==> src/rtl/pkg_ili9341.sv <==
// ----------------------------------------------------------------------------
// pkg_ili9341
// Shared constants for the ILI9341 SPI path.
//   HIGH / LOW   : pin levels
//   NO_DATA      : value o_rx_data holds before any byte has been received
//   SPI_CLK_DIV  : default SCK half-period in system clock cycles
// ----------------------------------------------------------------------------
package pkg_ili9341;

    localparam logic            HIGH        = 1'b1;
    localparam logic            LOW         = 1'b0;
    localparam logic [7:0]      NO_DATA     = 8'h00;
    localparam int unsigned     SPI_CLK_DIV = 2;

endpackage

==> src/rtl/spi_tick_gen.sv <==
// ----------------------------------------------------------------------------
// spi_tick_gen
// Phase counter for SCK timing. While enabled it counts system clock cycles
// and pulses o_tick on the last cycle of each CLK_DIV-cycle phase. A high
// stall input freezes the count and suppresses the tick.
// Ports:
//   clk      : system clock
//   rst      : asynchronous active-low reset
//   i_en     : count enable; counter is held at zero while low
//   i_stall  : freeze the counter (no tick while high)
//   o_tick   : one-cycle pulse marking the end of a phase
// ----------------------------------------------------------------------------
module spi_tick_gen #(
    parameter int unsigned CLK_DIV = 2
) (
    input  logic clk,
    input  logic rst,
    input  logic i_en,
    input  logic i_stall,
    output logic o_tick
);

    localparam int unsigned CW = $clog2(CLK_DIV + 1);

    logic [CW-1:0] r_cnt;
    logic          w_last;

    assign w_last = (r_cnt == CW'(CLK_DIV - 1));
    assign o_tick = i_en && !i_stall && w_last;

    always_ff @(posedge clk or negedge rst) begin
        if (!rst) begin
            r_cnt <= '0;
        end else if (!i_en) begin
            r_cnt <= '0;
        end else if (!i_stall) begin
            r_cnt <= w_last ? '0 : r_cnt + 1'b1;
        end
    end

endmodule

==> src/rtl/spi_shifter.sv <==
// ----------------------------------------------------------------------------
// spi_shifter
// Mode-0 (CPOL=0, CPHA=0) SPI byte shifter for an ILI9341 display.
// One byte per i_send request, MSB first, with simultaneous MISO capture.
// Ports:
//   clk, rst         : system clock, asynchronous active-low reset
//   i_send           : start request, only honoured while idle
//   i_data           : byte to transmit
//   i_dc, i_cs       : D/C and CS levels for this byte, latched with i_data
//   i_shift_dis      : stall the SCK phase counter while high
//   i_miso           : serial data from the display
//   o_command_sent   : one-cycle pulse when the byte completes
//   o_busy           : high whenever a transaction is in flight
//   o_rx_data        : byte captured during the last completed transaction
//   o_sck, o_mosi,
//   o_dc, o_cs       : SPI pins
// ----------------------------------------------------------------------------
module spi_shifter
    import pkg_ili9341::*;
#(
    parameter int unsigned DW      = 8,
    parameter int unsigned CLK_DIV = SPI_CLK_DIV
) (
    input  logic          clk,
    input  logic          rst,
    input  logic          i_send,
    input  logic [DW-1:0] i_data,
    input  logic          i_dc,
    input  logic          i_cs,
    input  logic          i_shift_dis,
    input  logic          i_miso,
    output logic          o_command_sent,
    output logic          o_busy,
    output logic [DW-1:0] o_rx_data,
    output logic          o_sck,
    output logic          o_mosi,
    output logic          o_dc,
    output logic          o_cs
);

    localparam int unsigned BW = $clog2(DW);

    typedef enum logic [2:0] {
        StIdle,
        StLoad,
        StShiftLo,
        StShiftHi,
        StHold,
        StDone
    } state_t;

    state_t        r_state;
    state_t        w_next;
    logic [DW-1:0] r_tx;
    logic [DW-1:0] r_rx_shift;
    logic [DW-1:0] r_rx_data;
    logic [BW-1:0] r_bit_cnt;
    logic          r_dc;
    logic          r_cs;
    logic          r_hi_first;
    logic          w_tick;
    logic          w_tick_en;

    assign w_tick_en = (r_state == StShiftLo) || (r_state == StShiftHi) || (r_state == StHold);

    spi_tick_gen #(
        .CLK_DIV (CLK_DIV)
    ) u_tick_gen (
        .clk     (clk),
        .rst     (rst),
        .i_en    (w_tick_en),
        .i_stall (i_shift_dis),
        .o_tick  (w_tick)
    );

    // Next-state logic
    always_comb begin
        w_next = r_state;
        unique case (r_state)
            StIdle:    if (i_send) w_next = StLoad;
            StLoad:    w_next = StShiftLo;
            StShiftLo: if (w_tick) w_next = StShiftHi;
            StShiftHi: if (w_tick) w_next = (r_bit_cnt == '0) ? StHold : StShiftLo;
            StHold:    if (w_tick) w_next = StDone;
            StDone:    w_next = StIdle;
            default:   w_next = StIdle;
        endcase
    end

    // Pin and status outputs, decoded from state so reset reaches the pins at once
    always_comb begin
        o_sck          = LOW;
        o_mosi         = LOW;
        o_dc           = HIGH;
        o_cs           = HIGH;
        o_busy         = 1'b1;
        o_command_sent = 1'b0;
        unique case (r_state)
            StIdle: begin
                o_busy = 1'b0;
            end
            StShiftLo: begin
                o_mosi = r_tx[DW-1];
                o_dc   = r_dc;
                o_cs   = r_cs;
            end
            StShiftHi: begin
                o_sck  = HIGH;
                o_mosi = r_tx[DW-1];
                o_dc   = r_dc;
                o_cs   = r_cs;
            end
            StDone: begin
                o_command_sent = 1'b1;
                o_dc           = r_dc;
                o_cs           = r_cs;
            end
            default: begin
                o_dc = r_dc;
                o_cs = r_cs;
            end
        endcase
    end

    assign o_rx_data = r_rx_data;

    always_ff @(posedge clk or negedge rst) begin
        if (!rst) begin
            r_state    <= StIdle;
            r_tx       <= '0;
            r_rx_shift <= '0;
            r_rx_data  <= DW'(NO_DATA);
            r_bit_cnt  <= '0;
            r_dc       <= HIGH;
            r_cs       <= HIGH;
            r_hi_first <= 1'b0;
        end else begin
            r_state <= w_next;
            unique case (r_state)
                StIdle: begin
                    // Latch on the accepting edge so D/C and CS are valid for the whole LOAD cycle
                    if (i_send) begin
                        r_tx      <= i_data;
                        r_dc      <= i_dc;
                        r_cs      <= i_cs;
                        r_bit_cnt <= BW'(DW - 1);
                    end
                end
                StShiftLo: begin
                    if (w_tick) r_hi_first <= 1'b1;
                end
                StShiftHi: begin
                    // MISO is taken once per bit, in the first high cycle, even if stalled
                    if (r_hi_first) begin
                        r_rx_shift <= {r_rx_shift[DW-2:0], i_miso};
                        r_hi_first <= 1'b0;
                    end
                    if (w_tick) begin
                        r_tx      <= {r_tx[DW-2:0], 1'b0};
                        r_bit_cnt <= r_bit_cnt - 1'b1;
                    end
                end
                StHold: begin
                    if (w_tick) r_rx_data <= r_rx_shift;
                end
                default: begin
                end
            endcase
        end
    end

endmodule
==> config.mk <==
export PLATFORM = sky130hd
export DESIGN_NAME = spi_shifter
export DESIGN_NICKNAME = d
export VERILOG_FILES = /design/src/rtl/pkg_ili9341.sv /design/src/rtl/spi_tick_gen.sv /design/src/rtl/spi_shifter.sv
export SDC_FILE = /design/constraint.sdc
export NUM_CORES = 1
export LEC_CHECK = 0
export ABC_AREA = 1
export CAP_MARGIN = 20
export CORE_UTILIZATION = 47
export CTS_CLUSTER_SIZE = 40
export DETAILED_ROUTE_END_ITERATION = 10
export HOLD_SLACK_MARGIN = 0.02
export PLACE_DENSITY = 0.75
export SKIP_LAST_GASP = 1
export SLEW_MARGIN = 5
export SYNTH_ARGS = -nofsm -noshare
export SYNTH_HDL_FRONTEND = slang
export SYNTH_HIERARCHICAL = 1
export SYNTH_SLANG_ARGS = --single-unit
export TNS_END_PERCENT = 50
==> constraint.sdc <==
create_clock -name clk -period 2 [get_ports clk]
set_input_delay 0.4 -clock clk [delete_from_list [all_inputs] [get_ports clk]]
set_output_delay 0.4 -clock clk [all_outputs]
set_load 0.01 [all_outputs]
Word-level counts from Yosys, hierarchy flattened

Cells that the tools add are included.

Input bits: 15
Register bits: 35
Word-level logic and storage cells: 61

Reductions and logical operators: 16
Equal/unequal tests: 11
Mux-type cells: 23
Add/sub/neg operators: 2

Operators by type and width:

| cell                                             | count |
|---|---|
| two-way mux 3 bit                                | 7 |
| two-way mux 8 bit                                | 2 |
| one-hot mux 8 bit (2 select lines)               | 1 |
| one-hot mux 3 bit (5 select lines)               | 1 |
| AND reduction 2 bit                              | 4 |
| two-way mux 1 bit                                | 7 |
| == test 3 x 2 -> 1 bit, second input constant    | 2 |
| == test 3 bit, second input constant             | 2 |
| logical NOT 3 bit                                | 2 |
| two-way mux 2 bit                                | 3 |
| != test 2 x 1 -> 1 bit, second input constant    | 3 |
| one-hot mux 3 bit (2 select lines)               | 1 |
| != test 2 bit, second input constant             | 2 |
| AND reduction 4 bit                              | 1 |
| nonzero test 2 bit                               | 2 |
| == test 3 x 1 -> 1 bit, second input constant    | 1 |
| AND reduction 3 bit                              | 1 |
| subtractor 3 x 1 -> 3 bit, second input constant | 1 |
| adder 2 x 1 -> 2 bit, second input constant      | 1 |
| == test 2 x 1 -> 1 bit, second input constant    | 1 |
| logical AND 1 bit                                | 2 |
| logical OR 1 bit                                 | 2 |
| one-hot mux 1 bit (2 select lines)               | 1 |
| OR reduction 2 bit                               | 1 |
| logical NOT 1 bit                                | 1 |

Depth between registers and ports, before layout

Gate-level depths: netlist of run 1.

Depth in word-level cells: 7
Gate-level depth with buffers: 13

Modules after synthesis

The synthesis of run 1 kept the hierarchy.

Modules (own cells, without submodules):

| module       | cells an instance | area each (um^2) | instances | sequential area each (um^2) |
|---|---|---|---|---|
| spi_shifter  | 185               | 1581.5           | 1         | 828.3 |
| spi_tick_gen | 11                | 88.8             | 1         | 50.0 |

Worst setup path before layout of run 1

Ideal clock, no wire load.

Kind: register to register
Start: reg r_state[2]
End: reg r_state[2]
Setup slack: 0.077 ns
Data arrival time: 1.857 ns
Stages on the path, launching flop included: 14
Cells stage by stage: dfrtp_1 > buf_4 > inv_2 > nand3_2 > buf_2 > nand3_1 > nand2_1 > nor2_1 > inv_1 > nand3_1 > nand2_1 > nor2_1 > nand2_1 > nand2_1

Longest elaborated chain between the ends: 7

Ends and longest elaborated chain:

| item                                    | line               | RTL |
|---|---|---|
| from (decl)                             | spi_shifter.sv:52  | `state_t r_state;` |
| from (signal assigned)                  | spi_shifter.sv:129 | `r_state <= StIdle;` |
| from (signal assigned)                  | spi_shifter.sv:138 | `r_state <= w_next;` |
| == test 3 x 2 -> 1 bit                  | spi_shifter.sv:64  | `assign w_tick_en = (r_state == StShiftLo) \|\| (r_state == StShiftHi) \|\| (r_state == StHold);` |
| logical OR 1 bit                        | spi_shifter.sv:64  |  |
| logical OR 1 bit *                      | spi_shifter.sv:64  |  |
| net w_tick_en                           | spi_shifter.sv:62  | `logic w_tick_en;` |
| logical AND 1 bit * (2 in a row)        | spi_tick_gen.sv:29 | `assign o_tick = i_en && !i_stall && w_last;` |
| net w_tick                              | spi_shifter.sv:61  | `logic w_tick;` |
| != test 2 x 1 -> 1 bit (no source line) | n/a                |  |
| AND reduction 4 bit (no source line) *  | n/a                |  |

The timed path passes the listed nets; every way through them passes the cells marked *.
A chain may end at the register's enable or synchronous reset.

Worst setup path after layout of run 1

Start: reg r_state[0]
End: out o_sck

Longest elaborated chain between the ends: 2

Ends and longest elaborated chain:

| item                   | line              | RTL |
|---|---|---|
| == test 3 x 2 -> 1 bit | spi_shifter.sv:98 | `unique case (r_state)` |
| two-way mux 1 bit      | spi_shifter.sv:98 |  |
| to (decl)              | spi_shifter.sv:35 | `output logic o_sck,` |

No other way between the ends.

==> impl_metrics.csv, run 1 <==
group,metric,value,unit
outcome,outcome,"finished with violations",
outcome,violations,"setup timing",
route,drc,0,
synthesis,synth_top_family_by_area,"simple AND/OR/NAND/NOR gates",
sta,timing.final.ws_setup,-37.4,ps
sta,slew_violations,0,
global_routing,overflow,0,
worst_setup_path,critPathMaxFanout,3,
global_routing,grt_usage,19.3,%
clock_network,cts-root-buf,"clkbuf_4",
synthesis,synth-compound-area-share,10.9,%
global_routing,antenna_found_initial,0,
synthesis,synth_area,1670,µm²
sta,rsz0062_at_grt,"true",
sta,setup_viol,1,
worst_setup_path,crit_path_start_kind,"register",
synthesis,postSynthCellCount,196,
clock_network,clock_sinks,35,
synthesis,ys_seq_area_share,52.6,%
synthesis,synth_cell_types,25,
synthesis,yosys.area_share.adder,1.50,%
route,vias,1358,
clock_network,cts.hold.buffers_added,0,
synthesis,synth_most_common_cell,"nand2_1",
sta,skew,11.0,ps
sta,post-route-min-period,2040,ps
global_routing,grt_pass1_vias,1273,
floorplanning,placementRows,21,
clock_network,cts_made_buffers,5,
sta,worst_slew_pin_slew,441,ps
synthesis,synth_top_area_share,49.4,%
route,wire_per_inst,10.9,µm
global_routing,grt_max_degree,36,
synthesis,synth-simple-area-share,25.8,%
sta,finalCritPeriodShare,102,%
route,drt_pass1_iterations,4,
min_path,hp-class,"in2async",
place,globalplace.congestion,0.881,
synthesis,ys_top_cells_by_area,"dfrtp_1, nand2_1, inv_1",
floorplanning,core_area,3360,µm²
finish,areaGrowthSynthToFinish,29.4,%
synthesis,synthArstFlopShare,100,%
run,drv_cap,0,
route,vias_per_cell,4.73,
place,place_hpwl,2.04,mm
route,wirelength,3.12,mm
floorplanning,die_h,61.6,µm
worst_setup_path,required,1600,ps
place,io_buffers,28,
clock_network,clock_path_buffers,2,
global_routing,grt_pass1_wl,5.27,mm
worst_setup_path,crit_arrival,1640,ps
synthesis,synth_area_leader_cell,"dfrtp_1",
worst_setup_path,cp-end-kind,"primary output",
floorplanning,die-area,3800,µm²
clock_network,clkTransAtPathRegs,120,ps
synthesis,syn_avg_cell_area,8.52,µm²
clock_network,h-tree-depth,2,
synthesis,synth_mux_area_share,0,%
finish,finalInstanceArea,2160,µm²
floorplanning,io_pins,29,
route,antenna_left,0,
synthesis,ys_ff_latch,35,
synthesis,synth_edf_count,0,
synthesis,synth_common_cells,"nand2_1, dfrtp_1, inv_1",
sta,whs,456,ps
sta,slew_headroom,70.6,%
sta,tns,-37.4,ps
synthesis,synth_nets,213,
finish,fillers,313,
finish,n_antenna_cell,0,
sta,fmax,491,MHz
synthesis,ys_warn_count,6,
pwr,power.leakage,1.07,nW
worst_setup_path,crit_type,"reg2out",
route,drt_iter0_markers,53,
place,placed_cell_area,2010,µm²
clock_network,cts_tree,"built",
sta,hold_viol,0,
floorplanning,start_util,49.7,%
floorplanning,chipWidth,61.6,µm
pwr,ir_drop,584,µV
synthesis,synth_ff_type,"dfrtp_1",
synthesis,synthXorXnorAreaFrac,0,%
finish,fin_nets,257,
pwr,power.density,1230,nW/µm²
finish,drive_above_1_share,19.1,%
clock_network,clkLatencyLatePin,340,ps
-- final timing paths --
path	startpoint	end	slack (ps)	cells after the start
max reg2reg	r_state[0]$_DFFE_PN0P_	r_state[1]$_DFFE_PN0P_	50	13
min	rst	r_bit_cnt[0]$_DFFE_PN0P_	460	2
min reg2reg	r_cs$_DFFE_PN1P_	r_cs$_DFFE_PN1P_	470	2
max	r_state[0]$_DFFE_PN0P_	o_sck	-40	5
min in group clk	r_cs$_DFFE_PN1P_	r_cs$_DFFE_PN1P_	470	2
max in group asynchronous	rst	r_cs$_DFFE_PN1P_	1210	2
-- area by class of cell --
type,instances,area (µm²),area share (%)
clock buffers,5,37.5,1.74
multi-input cells,129,669,31.0
repair buffers,43,395,18.3
flip-flops and latches,35,880,40.7
well taps,46,57.6,2.66
clock inverters,3,25.0,1.16
inverters,26,97.6,4.51
-- power by group --
part / total (W) / internal, W / leakage [nW] / switching (W)
Clock: 0.000406 / 0.000141 / 0.0314 / 0.000265
Combinational: 0.00124 / 0.000540 / 0.593 / 0.000695
Sequential: 0.00103 / 0.000937 / 0.446 / 0.0000913
Total: 0.00267 / 0.00162 / 1.07 / 0.00105
-- critical path, cell delays in order (launching register included) --
cell             delay [ps]
dfrtp_1                 380
buf_4                   120
buf_4                   100
nand2_2                  60
nor2_4                   90
clkdlybuf4s50_1         540
-- flip-flops by register name (all words and copies together) (netlist names) --
name              cells
r_rx_shift            8
r_bit_cnt             3
o_rx_data             8
r_dc                  1
r_tx                  8
u_tick_gen/r_cnt      2
r_hi_first            1
r_cs                  1
r_state               3
-- cell usage in the layout (no fill, tap or decap), types with 3 or more instances in the layout --
| master | count |
|---|---|
| nor2_4 | 3 |
| nand2_2 | 5 |
| buf_4 | 15 |
| inv_1 | 24 |
| nand3_1 | 8 |
| or2_2 | 3 |
| o21ai_1 | 15 |
| dfrtp_1 | 32 |
| clkbuf_4 | 5 |
| nor2_1 | 7 |
| clkdlybuf4s50_1 | 24 |
| a21oi_1 | 3 |
| nand2_1 | 56 |
| nand3_2 | 3 |
| o21ai_0 | 17 |
-- per-stage QoR --
step	util [%]	cells	power (W)	setup slack (ps)
CTS	62.9	285	0.00260	-136
finish	64.3	287	0.00267	-37.4
floorplan	-	196	0.00181	76.7
global route	64.3	287	0.00292	-122
global placement	59.9	272	0.00210	105
detailed placement	59.9	272	0.00212	95.2
-- timing repair --
action                     in CTS  in global routing
pin swaps                       1                  0
setup endpoints to repair       6                 28
gates resized for setup         4                  8
setup buffers                   5                  2
-- cells by family (layout without fill, tap and decap cells) --
family,Yosys count,in the layout
adders and majority gates,2,2
buffers and inverters,32,77
AOI/OAI and AO/OA,36,36
and+or+nand+nor,91,91
DFF,35,35
-- layer usage --
layer | vias to the layer above | GRT usage, % | share of wire, %
met1 | 616 | 23.7 | 46
met3 | 5 | 6.93 | 3.7
li1 | 705 | - | -
met2 | 32 | 30.7 | 49
met5 | - | 0 | 0
met4 | 0 | 8.57 | 1.5
No activity file was read; power rests on OpenSTA's default activity.
==> inputs of run 2 (changes only) <==
--- a/config.mk
+++ b/config.mk
@@ -7,11 +7,12 @@
 export LEC_CHECK = 0
 export ABC_AREA = 1
 export CAP_MARGIN = 20
-export CORE_UTILIZATION = 47
+export CORE_UTILIZATION = 49
+export CTS_BUF_LIST = sky130_fd_sc_hd__clkbuf_4 sky130_fd_sc_hd__clkbuf_8
 export CTS_CLUSTER_SIZE = 40
 export DETAILED_ROUTE_END_ITERATION = 10
 export HOLD_SLACK_MARGIN = 0.02
-export PLACE_DENSITY = 0.75
+export PLACE_DENSITY = 0.78
 export SKIP_LAST_GASP = 1
 export SLEW_MARGIN = 5
 export SYNTH_ARGS = -nofsm -noshare
==> run 2 against run 1 <==
The flow still finishes with violations (setup timing). Global-route usage down 0.22 points. Clock skew down 1.1 ps. Register-to-register slack improved by 130 ps. Core utilization rose by 3.2 points. Fmax increased by 0.72%. Design area down 1.6%. Clock-buffer cell count grew 1. Critical path type unchanged. Highest routed layer unchanged.
==> impl_metrics.csv, run 2 (synthesis results as in run 1) <==
group,metric,value,unit
worst_setup_path,crit_buf_inv,3,
sta,whs,461,ps
finish,final_common_cell,"nand2_1",
finish,fin_nets,254,
sta,tns,-22.8,ps
sta,post-route-min-period,2020,ps
finish,n_antenna_cell,0,
floorplanning,start_util,53.0,%
finish,seqCellArea,880,µm²
worst_setup_path,timing.rr.start,"r_state[1]$_DFFE_PN0P_",
outcome,violations,"setup timing",
pwr,comb_power_share,44.7,%
clock_network,clock_sinks,35,
global_routing,grt_pass1_vias,1156,
run,drv_cap,0,
sta,rsz0062_at_grt,"true",
place,globalplace.congestion,0.900,
route,vias_per_cell,4.87,
route,vias,1374,
sta,skew,9.93,ps
finish,fillers,275,
sta,finalCritPeriodShare,101,%
worst_setup_path,crit_arrival,1620,ps
floorplanning,io_pins,29,
worst_setup_path,worst_path_largest_cell_delay,380,ps
pwr,pwr-share-clk,15.8,%
sta,slew_headroom,70.8,%
route,drt_pass1_iterations,4,
finish,areaGrowthSynthToFinish,27.3,%
worst_setup_path,r2r_slack,180,ps
global_routing,overflow,0,
finish,mostFrequentLayoutCells,"nand2_1, dfrtp_1, inv_1",
place,io_buffers,28,
clock_network,clkTransAtPathRegs,110,ps
clock_network,clkLatencyLatePin,340,ps
clock_network,cts_made_buffers,5,
worst_setup_path,cp_slowest_cell,"dfrtp_1",
clock_network,clock_path_buffers,2,
worst_setup_path,rr_endpoint,"r_state[1]$_DFFE_PN0P_",
global_routing,grt_max_degree,36,
place,place_inst,270,
clock_network,h-tree-depth,2,
route,drc,0,
place,place_hpwl,2.15,mm
route,wire_per_inst,11.0,µm
worst_setup_path,cp-end-kind,"primary output",
route,drt_iter0_markers,53,
worst_setup_path,crit_path_start_kind,"register",
floorplanning,die-area,3650,µm²
route,antenna_left,0,
pwr,power.leakage,1.08,nW
floorplanning,die_h,60.4,µm
worst_setup_path,crit_type,"reg2out",
finish,fin_cells,282,
pwr,internal_power,0.00161,W
sta,timing.final.ws_setup,-22.8,ps
worst_setup_path,required,1600,ps
global_routing,grt_pass1_wl,5.01,mm
pwr,p_sw_share,38.5,%
global_routing,grt_usage,19.1,%
finish,drive_above_1_share,17.2,%
min_path,hp-class,"in2async",
pwr,power.density,1230,nW/µm²
sta,hold_viol,0,
clock_network,cts-root-buf,"clkbuf_4",
floorplanning,core_area,3150,µm²
global_routing,antenna_found_initial,0,
route,wirelength,3.10,mm
worst_setup_path,cp_top_family,"buffers and inverters",
floorplanning,chipWidth,60.4,µm
floorplanning,placementRows,20,
outcome,outcome,"finished with violations",
finish,fin_util,67.5,%
finish,multi_input_area,649,µm²
worst_setup_path,critPathMaxFanout,3,
sta,slew_violations,0,
clock_network,cts_tree,"built",
worst_setup_path,ff2ff_path_depth,12,
pwr,ir_drop,696,µV
worst_setup_path,path_cells,"clkinv_1 > nand2_2 > nor2_4 > buf_4 > or2_2 > dlygate4sd2_1",
sta,fmax,494,MHz
sta,worst_slew_pin_slew,437,ps
sta,setup_viol,1,
pwr,p_seq_share,39.4,%
pwr,power.total,0.00262,W
pwr,p_sw,0.00101,W
==> run 2: layout make-up <==
cell class,instances,share of cell area (%)
clock inverter,2,0.765
clock buffer,6,2.41
sequential,35,41.4
tap,44,2.59
inverter,26,4.59
multi-input combinational,129,30.5
timing repair buffer,40,17.8
==> run 2: through the flow <==
stage | instance area, µm² | setup slack (ps)
floorplan | 1670 | 76.7
global route | 2130 | -98.7
global placement | 2010 | 177
CTS | 2100 | -136
detailed placement | 2010 | 135
finish | 2130 | -22.8
==> run 2: how the worst max path moves through the flow <==
stage	from	endpoint	slack, ps	depth (start not counted)
6_report	r_state[1]$_DFFE_PN0P_	o_dc	-20	6
3_3_place_gp	r_state[0]$_DFFE_PN0P_	o_dc	180	5
5_1_grt	r_state[1]$_DFFE_PN0P_	o_dc	-100	6
4_1_cts	r_state[1]$_DFFE_PN0P_	o_command_sent	-140	3
3_5_place_dp	i_shift_dis	r_state[1]$_DFFE_PN0P_	130	10
2_1_floorplan	r_state[2]$_DFFE_PN0P_	r_state[2]$_DFFE_PN0P_	80	13
==> run 2: power groups by stage <==
stage	clock [W]	combinational [W]	sequential (W)
floorplan	0	0.000777	0.00103
global placement	0	0.00109	0.00103
detailed placement	0	0.00111	0.00105
CTS	0.000424	0.00115	0.00104
global route	0.000460	0.00133	0.00106
finish	0.000415	0.00117	0.00103
==> run 2: timing repair <==
| item | in CTS | in global routing |
|---|---|---|
| cloned | 0 | 0 |
| hold buffers | 0 | 0 |
| setup endpoints to repair | 6 | 11 |
| buffers inserted | 2 | 2 |
| gates resized for setup | 3 | 7 |
| pin swaps | 1 | 1 |
==> run 2: metal layers <==
layer / up-vias / routed length [µm] / share of wire (%) / GRT usage (%)
li1: 700 / - / - / -
met1: 635 / 1500 / 48 / 26.5
met2: 31 / 1400 / 45 / 28.6
met3: 8 / 151 / 4.9 / 5.12
met4: 0 / 49 / 1.6 / 7.97
met5: - / 0 / 0 / 0
==> run 2: worst register-to-register path, stage by stage (launching register included) <==
cell and delay, ps:
dfrtp_1 410, buf_4 170, nor2_1 130, nand2_1 90, nand3_1 140, nand2_1 80
nor2_2 140, inv_1 120, nand3_1 120, nand2_1 60, nor2_1 150, nand2_1 70
nand2_1 80
==> inputs of run 3 (changes only) <==
--- a/config.mk
+++ b/config.mk
@@ -7,12 +7,14 @@
 export LEC_CHECK = 0
 export ABC_AREA = 1
 export CAP_MARGIN = 20
-export CORE_UTILIZATION = 49
+export CELL_PAD_IN_SITES_DETAIL_PLACEMENT = 1
+export CELL_PAD_IN_SITES_GLOBAL_PLACEMENT = 1
+export CORE_UTILIZATION = 36
 export CTS_BUF_LIST = sky130_fd_sc_hd__clkbuf_4 sky130_fd_sc_hd__clkbuf_8
 export CTS_CLUSTER_SIZE = 40
 export DETAILED_ROUTE_END_ITERATION = 10
 export HOLD_SLACK_MARGIN = 0.02
-export PLACE_DENSITY = 0.78
+export PLACE_DENSITY_LB_ADDON = 0.1
 export SKIP_LAST_GASP = 1
 export SLEW_MARGIN = 5
 export SYNTH_ARGS = -nofsm -noshare
==> run 3 against run 2 <==
Power is 3.9% higher. First-iteration DRC count fell by 43%. Core utilization decreased by 19 points. Design area rose by 0.71%. Routed wire length rose by 21%. Sequential cell count did not move. Fmax up 2.8%. Worst hold slack improved by 6.4 ps. Sequential share of layout area decreased by 0.23 points. Die area is 35% higher. The flow now finishes without violations.
==> impl_metrics.csv, run 3 (synthesis results as in run 1) <==
group,metric,value,unit
outcome,outcome,"completed",
floorplanning,io_pins,29,
worst_setup_path,crit_path_start_kind,"register",
route,vias,1403,
finish,n_antenna_cell,0,
sta,whs,468,ps
place,placed_cell_area,2030,µm²
finish,mostFrequentLayoutCells,"nand2_1, dfrtp_1, inv_1, clkdlybuf4s50_1, o21ai_0",
global_routing,grt_usage,16.8,%
worst_setup_path,cp_slowest_cell,"clkdlybuf4s50_1",
pwr,internal_power,0.00171,W
route,drc,0,
sta,worst_slew_pin_slew,451,ps
worst_setup_path,ff2ff_path_depth,12,
sta,finalCritPeriodShare,98.4,%
global_routing,antenna_found_initial,0,
place,globalplace.congestion,0.797,
route,drt_iter0_markers,30,
floorplanning,start_util,37.8,%
pwr,comb_power_share,42.3,%
worst_setup_path,crit_buf_inv,2,
sta,slew_headroom,70.0,%
worst_setup_path,crit_type,"reg2out",
place,io_buffers,28,
sta,setup_viol,0,
global_routing,overflow,0,
pwr,p_seq_share,38.9,%
run,drv_cap,0,
floorplanning,chipWidth,70.1,µm
floorplanning,core_area,4410,µm²
sta,skew,2.63,ps
place,pre_cts_slack,123,ps
route,wire_per_inst,13.0,µm
clock_network,cts_tree,"built",
sta,post-route-min-period,1970,ps
route,vias_per_cell,4.87,
worst_setup_path,cp-end-kind,"primary output",
clock_network,clkTransAtPathRegs,70,ps
pwr,power.total,0.00273,W
clock_network,h-tree-depth,2,
worst_setup_path,worst_path_largest_cell_delay,540,ps
worst_setup_path,required,1600,ps
worst_setup_path,crit_start,"r_state[2]$_DFFE_PN0P_",
route,drt_pass1_iterations,3,
clock_network,cts_made_buffers,5,
sta,fmax,508,MHz
worst_setup_path,r2r_slack,120,ps
sta,slew_violations,0,
worst_setup_path,critPathMaxFanout,6,
route,antenna_left,0,
global_routing,grt_pass1_vias,1469,
finish,finalInstanceArea,2140,µm²
clock_network,clock_sinks,35,
clock_network,cts-root-buf,"clkbuf_8",
sta,tns,0,ps
global_routing,grt_pass1_wl,6.54,mm
floorplanning,die-area,4920,µm²
finish,final_common_cell,"nand2_1",
pwr,p_sw_share,37.3,%
worst_setup_path,cp_top_family,"buffers and inverters",
floorplanning,placementRows,24,
worst_setup_path,timing.rr.start,"r_state[0]$_DFFE_PN0P_",
worst_setup_path,path_cells,"buf_4 > nor2_4 > clkdlybuf4s50_1",
floorplanning,die_h,70.1,µm
global_routing,grt_max_degree,36,
finish,drive_above_1_share,16.5,%
place,place_hpwl,2.83,mm
sta,hold_viol,0,
worst_setup_path,crit_arrival,1570,ps
pwr,ir_drop,553,µV
worst_setup_path,critical_path_depth,3,
route,wirelength,3.74,mm
min_path,hp-class,"reg2reg",
finish,fin_nets,253,
worst_setup_path,rr_endpoint,"r_state[1]$_DFFE_PN0P_",
clock_network,clock_path_buffers,2,
finish,areaGrowthSynthToFinish,28.2,%
sta,timing.final.ws_setup,32.6,ps
pwr,p_sw,0.00102,W
clock_network,clkLatencyLatePin,280,ps
pwr,pwr-share-clk,18.9,%
worst_setup_path,cp-endpoint,"o_sck",
pwr,power.leakage,1.06,nW
sta,rsz0062_at_grt,"true",
pwr,power.density,1270,nW/µm²
run 3: cell count changes in the layout (fill, tap and decap cells not counted), sizes merged:
cell and delta:
clkdlybuf4s50 +2, clkinvlp -1, dlymetal6s2s -1, buf -1, dlygate4sd2 -1
run 3: metrics by stage:
stage	util, %	cells
3_3_place_gp	45.9	279
3_5_place_dp	45.9	279
6_report	48.5	288
4_1_cts	48.0	286
5_1_grt	48.5	288
2_1_floorplan	-	196
run 3: power by group through the flow:
stage	Combinational [W]	Sequential, W	Clock (W)
floorplan	0.000777	0.00103	0
global placement	0.00109	0.00106	0
detailed placement	0.00115	0.00108	0
CTS	0.00115	0.00107	0.000542
global route	0.00132	0.00108	0.000571
finish	0.00115	0.00106	0.000514
run 3: final cells by class:
class | instances | area, µm²
clock buffers | 6 | 82.6
clock inverters | 1 | 5.00
fillers | 533 | 2270
inverters | 26 | 97.6
multi-input cells | 129 | 642
flip-flops and latches | 35 | 881
well taps | 52 | 65.1
repair buffers | 39 | 369
run 3: worst min path at each step:
| stage | startpoint | end | slack [ps] | depth (start not counted) |
|---|---|---|---|---|
| final | r_dc$_DFFE_PN1P_ | r_dc$_DFFE_PN1P_ | 470 | 2 |
| after global routing | r_dc$_DFFE_PN1P_ | r_dc$_DFFE_PN1P_ | 490 | 2 |
| after CTS | r_dc$_DFFE_PN1P_ | r_dc$_DFFE_PN1P_ | 470 | 2 |
| after detailed placement | r_dc$_DFFE_PN1P_ | r_dc$_DFFE_PN1P_ | 460 | 2 |
| after global placement | r_dc$_DFFE_PN1P_ | r_dc$_DFFE_PN1P_ | 450 | 2 |
| after floorplan | rst | o_rx_data[0]$_DFFE_PN0P_ | 100 | 0 |
run 3: metal layers:
layer  global-route usage [%]  vias to the layer above  share of wire [%]
li1                         -                      692                  -
met1                     19.7                      683                 43
met2                     30.1                       23                 52
met3                     4.47                        5                3.7
met4                     4.67                        0               0.99
met5                        0                        -                  0
run 3: tightest hold or removal path, cell delays in order, from the launching register on:
cell and delay [ps]:
dfstp_2 370, nand2_1 50, nand2_1 50
run 3: what timing repair did:
action | CTS | global route
resized for setup | 4 | 3
pin swaps | 0 | 0
endpoints found under the setup margin | 4 | 7
buffers inserted | 0 | 2
hold buffers | 0 | 0
